### src/rtl/wb_mux_arbiter.sv
// wb_mux_arbiter
//   Arbitrates two register-file write sources: A (ALU result) and B (memory
//   load). It drives a registered mux2_1 select and a registered write port.
//   A grant is combinational (same-cycle ready). The write it produces appears
//   on wr_* one cycle later.
//
// Ports
//   clk                    rising-edge clock
//   reset_n                asynchronous active-low reset
//   req_a, data_a, addr_a  ALU write request, data and destination register
//   gnt_a                  A accepted this cycle
//   req_b, data_b, addr_b  load write request, data and destination register
//   gnt_b                  B accepted this cycle
//   sel                    mux select of the last grant (0 = A, 1 = B)
//   wr_en                  register-file write strobe; never set for register $0
//   wr_addr, wr_data       write address and data of the last grant
//
// Configuration
//   WB_ARB_RR_EN  defined:   round-robin on contention; from IDLE, B wins.
//                 undefined: load priority. B wins on contention until it has
//                            won STARVE_LIMIT consecutive times while A waited.
//
// State  | meaning
// -------+-----------------------------------
// IDLE   | no grant in the previous cycle
// LAST_A | A granted in the previous cycle
// LAST_B | B granted in the previous cycle

module wb_mux_arbiter #(
    parameter int STARVE_LIMIT = 4
) (
    input  logic        clk,
    input  logic        reset_n,
    input  logic        req_a,
    input  logic [31:0] data_a,
    input  logic [4:0]  addr_a,
    output logic        gnt_a,
    input  logic        req_b,
    input  logic [31:0] data_b,
    input  logic [4:0]  addr_b,
    output logic        gnt_b,
    output logic        sel,
    output logic        wr_en,
    output logic [4:0]  wr_addr,
    output logic [31:0] wr_data
);

    typedef enum logic [1:0] {
        IDLE   = 2'd0,
        LAST_A = 2'd1,
        LAST_B = 2'd2
    } state_t;

    state_t      state_q, state_d;
    logic        win_a, win_b;
    logic        sel_q;
    logic        wr_en_q;
    logic [4:0]  wr_addr_q;
    logic [31:0] wr_data_q;
    logic [4:0]  mux_addr;
    logic [31:0] mux_data;

`ifndef WB_ARB_RR_EN
    localparam logic [3:0] STREAK_MAX = 4'(STARVE_LIMIT);
    logic [3:0] streak_q, streak_d;
`endif

    // Arbitration decision
    always_comb begin
        win_a = 1'b0;
        win_b = 1'b0;
        if (req_a && req_b) begin
`ifdef WB_ARB_RR_EN
            if (state_q == LAST_B) win_a = 1'b1;
            else                   win_b = 1'b1;
`else
            if (streak_q == STREAK_MAX) win_a = 1'b1;
            else                        win_b = 1'b1;
`endif
        end else begin
            win_a = req_a;
            win_b = req_b;
        end
    end

    // Grants are forced low during reset so nothing is accepted while it is asserted.
    assign gnt_a = reset_n & win_a;
    assign gnt_b = reset_n & win_b;

    always_comb begin
        state_d = IDLE;
        if (win_a)      state_d = LAST_A;
        else if (win_b) state_d = LAST_B;
    end

`ifndef WB_ARB_RR_EN
    // The streak counts B wins while A is waiting.
    // The streak is nonzero only right after a B grant, so any B grant that
    // does not follow LAST_B starts a fresh streak at 1.
    always_comb begin
        streak_d = streak_q;
        if (!req_a || win_a) begin
            streak_d = 4'd0;
        end else if (win_b) begin
            if (streak_q == STREAK_MAX)  streak_d = streak_q;
            else if (state_q == LAST_B)  streak_d = streak_q + 4'd1;
            else                         streak_d = 4'd1;
        end
    end
`endif

    assign mux_addr = win_b ? addr_b : addr_a;
    assign mux_data = win_b ? data_b : data_a;

    always_ff @(posedge clk or negedge reset_n) begin
        if (!reset_n) begin
            state_q   <= IDLE;
`ifndef WB_ARB_RR_EN
            streak_q  <= 4'd0;
`endif
            sel_q     <= 1'b0;
            wr_en_q   <= 1'b0;
            wr_addr_q <= 5'd0;
            wr_data_q <= 32'd0;
        end else begin
            state_q  <= state_d;
`ifndef WB_ARB_RR_EN
            streak_q <= streak_d;
`endif
            if (win_a || win_b) begin
                sel_q     <= win_b;
                wr_addr_q <= mux_addr;
                wr_data_q <= mux_data;
                // Writes to $0 are accepted but never strobed into the file.
                wr_en_q   <= (mux_addr != 5'd0);
            end else begin
                wr_en_q   <= 1'b0;
            end
        end
    end

    assign sel     = sel_q;
    assign wr_en   = wr_en_q;
    assign wr_addr = wr_addr_q;
    assign wr_data = wr_data_q;

endmodule

### config.mk
export PLATFORM = sky130hd
export DESIGN_NAME = wb_mux_arbiter
export DESIGN_NICKNAME = d
export VERILOG_FILES = /design/src/rtl/wb_mux_arbiter.sv
export SDC_FILE = /design/constraint.sdc
export NUM_CORES = 1
export LEC_CHECK = 0
export CORE_ASPECT_RATIO = 1.75
export CORE_MARGIN = 4
export CORE_UTILIZATION = 40
export DETAILED_ROUTE_END_ITERATION = 16
export GPL_TIMING_DRIVEN = 0
export PLACE_DENSITY_LB_ADDON = 0.2
export RECOVER_POWER = 100
export SYNTH_ARGS = -nofsm -noshare
export SYNTH_HDL_FRONTEND = slang
export SYNTH_SLANG_ARGS = --single-unit
### constraint.sdc
create_clock -name clk -period 2.37 [get_ports clk]
set_clock_uncertainty 0.2 [all_clocks]
set_input_delay 0.3555 -clock clk [delete_from_list [all_inputs] [get_ports clk]]
set_output_delay 0.3555 -clock clk [all_outputs]
set_load 0.1 [all_outputs]
==> summary.txt <==
Outcome
  • Run status: finished clean

Clock tree
  • Reg clk slew, reported paths: around 0.08 ns
  • TritonCTS Sinks: 45
  • CTS tree: yes
  • Root cell of the clock tree: clkbuf_8
  • Clock buffer count from CTS: 5
  • Buffers from clock root to sink, at most: 2
  • Number of H-tree levels: 2
  • Worst skew pair latency: 0.30 ns

Logic synthesis
  • Sequential fraction of the synthesis area: between 40 and 50%
  • Average cell area after synthesis: 10.99 µm²
  • Yosys Warn Count: 0
  • Yosys reg bits: 45
  • Dominant cells by area after synthesis: dfrtp_1 48%, a221o_1 14%, mux2i_1 14%, nor2_1 5.7%, buf_6 1.9%
  • Post-synthesis cell type with the largest combined area: dfrtp_1
  • Cell area after synthesis: 0.002352 mm²
  • Post-Syn Instances: 214
  • Share of the synthesized area in the top cell type: 47.87%
  • Dominant cell by count in the synthesized netlist: dfrtp_1
  • Synth async-reset ratio: 100.0%
  • Post-synth EDFFs: 0
  • Main synth FF type: dfrtp_1
  • Most frequent cells after synthesis: 45 x dfrtp_1, 36 x nor2_1, 32 x a221o_1, 32 x mux2i_1, 11 x nand2_1
  • Distinct cell type count of the synthesized netlist: 28
  • Net count of the mapped netlist: 294

Global routing
  • Via count of the first global-routing pass: between 2000 and 2500
  • Wire length of the first global-routing pass: 11370 µm
  • Initial antenna violation count: 0
  • Maximum number of pins on one net before global-route repair: 39
  • GRT Resource Usage Total: 20.55%
  • GRT overflow: 0

Detailed routing
  • Antenna-violating nets left: 0
  • Via density: between 5 and 6
  • Initial detailed-routing violation count: 151
  • DR WL/cell: 17.46 µm
  • Routed via count: 2245
  • Number of iterations in the first detailed-routing pass: 4
  • DRC violation count after routing: 0
  • Detailed Route WL: 7370 µm

Die
  • Die Outline Area: 0.007220 mm²
  • Chip Width: 65.97 µm
  • Std cell rows: 36
  • Die height: roughly 110 µm
  • Number of primary I/O pins: 119
  • Initial cell density of the core: a little over two fifths
  • Placeable core area: 0.005630 mm²

STA
  • Peak clock frequency supported by timing: 426.9 MHz
  • Final period demand of the worst path: 2.342 ns
  • Post-route clock period utilization: 98.84%
  • Number of pins exceeding their max-slew limit in the final report: 0
  • Worst-margin pin slew: 1.221 ns
  • Number of failing hold endpoints at the final stage: 0
  • Slew HR: between 10% and 20%
  • Setup TNS Final: 0 ns
  • Tightest hold margin: between 0.2 and 0.25 ns
  • RSZ-0062 raised after global routing: no
  • Setup Viol. Count Final: 0

Place
  • Detailed placement HPWL: ~5400 µm
  • PortBufs: 117
  • Cell count after placement: roughly 410
  • Global placement routability congestion: 0.7972

Critical path
  • Cell with the biggest individual delay on the critical path: clkdlybuf4s50_1
  • Worst Setup Start Kind: flop
  • Bufs and invs on worst path: 1
  • Critical path required time: 1.81 ns
  • Critical Path AT: 1.79 ns
  • Crit path capture type: output pin
  • Crit path kind: reg -> out
  • Worst-case register-to-register setup slack: between 0.15 and 0.2 ns
  • Launch point of the worst reg-to-reg path: streak_q[0]
  • Cell breakdown of the critical path: clkdlybuf4s50_1
  • Top fanout value on the critical path: 2
  • Delay contributed by the slowest stage of the critical path: 1.13 ns
  • Cell type group with the largest total delay on the critical path: buffers and inverters
  • Worst setup path startpoint: wr_data[27]

Pwr
  • Proportion of power drawn by combinational gates: 40.3%
  • Total internal power: 1.287 mW
  • Net load switching power: between 0.9 and 1 mW
  • Switching fraction of total power: 42.13%
  • Maximum resistive drop on vdd: 0.0003781 V
  • Static Leakage: ~1.5 nW
  • Sequential power share: 38.9%
  • Clock network fraction of design power: 20.8%
  • Pwr per Cell Area: 632.7 mW/mm²

Run
  • Max_cap viols: 0

Cells and area
  • Fraction of final layout cells with drive strength greater than 1: 8.092%
  • Diode insertion count for antenna repair: 0
  • Area growth from synthesis to layout: 49.47%
  • Non-filler cells, final: roughly 420
  • Number of filler instances in the final layout: 513
  • Net count reported at finish: approximately 430

Min path
  • Path class of the lowest-slack min-delay path: in -> async
## layout by cell type, fill, tap and decap left out, drive strengths merged
| master | n |
|---|---|
| o21ai | 1 |
| and3 | 1 |
| nand3 | 2 |
| a21o | 1 |
| nand4 | 1 |
| xor2 | 1 |
| nand2 | 11 |
| a21oi | 1 |
| nor2 | 36 |
| clkbuf | 57 |
| and4b | 1 |
| dlygate4sd3 | 1 |
| nor2b | 7 |
| clkdlybuf4s50 | 77 |
| and2 | 1 |
| o211ai | 3 |
| buf | 16 |
| mux2i | 32 |
| a211oi | 5 |
| and3b | 1 |
| inv | 2 |
| a31oi | 5 |
| nand4b | 1 |
| a221o | 32 |
| dfrtp | 45 |
| ha | 2 |
| or4 | 2 |
| xnor2 | 1 |
## registers in the layout (all words and copies together) (netlist names)
name and flops:
wr_addr 5, state_q 2, wr_en 1, streak_q 4, sel 1, wr_data 32
## cells by family after synthesis
| kind of cell | count (synthesis) | synth area share, % |
|---|---|---|
| and+or+nand+nor | 64 | 13.14 |
| AOI/OAI and AO/OA | 48 | 18.24 |
| DFF | 45 | 47.87 |
| muxes | 32 | 13.62 |
| buffers and inverters | 21 | 5.319 |
| xor gates and xnor gates | 2 | 0.7448 |
| adders and majority gates | 2 | 1.064 |
## final timing paths
check,to,depth (start not counted)
max,wr_data[27],1
min,wr_data[15],2
max reg2reg,wr_en,7
min reg2reg,sel,1
max in group asynchronous,wr_data[25],4
min in group clk,sel,1
## per-layer routing
layer / wire length (µm) / GRT usage (%) / part of all wire (%) / vias to the layer above
met2: 3833 / 36.18 / 52 / 83
met5: 0 / 0 / 0 / -
li1: - / - / - / 1070
met1: 2979 / 24.46 / 40 / 1079
met3: 408 / 4.397 / 5.5 / 13
met4: 148 / 6.977 / 2.0 / 0
## area by class of cell
type                       count  area [µm²]  share of cell area (%)
multi-input combinational    148        1102                   31.35
buffer                        16       78.83                   2.242
tap                           76       95.09                   2.705
clock buffer                   8       80.08                   2.278
inverter                       2       7.507                  0.2135
sequential                    45        1126                   32.03
timing repair buffer         127        1026                   29.18
## what timing repair did
action | in CTS | in global routing
setup endpoints to repair | 7 | 33
pin swaps | 2 | 0
setup buffers | 3 | 4
gates resized for setup | 23 | 32
endpoints found under the hold margin | 45 | 0
hold buffers | 2 | 0
## power groups by stage
stage	Clock [mW]	Sequential (mW)	Combinational (mW)
final	0.463	0.864	0.897
after global routing	0.508	0.873	0.936
after CTS	0.476	0.864	0.971
after detailed placement	0	0.880	0.967
after global placement	0	0.878	0.955
after floorplan	0	1.33	0.181
## through the flow
stage	instance area [µm²]	power (mW)	setup WS [ns]	util [%]
floorplan	2354	1.512	0.03216	-
global placement	3620	1.833	-2.158	64.29
detailed placement	3635	1.847	-1.325	64.56
CTS	3749	2.311	0.0001960	66.58
global route	3516	2.317	0.0009365	62.44
finish	3516	2.224	0.02756	62.44
Note: power is estimated with default switching activity, not from simulation.
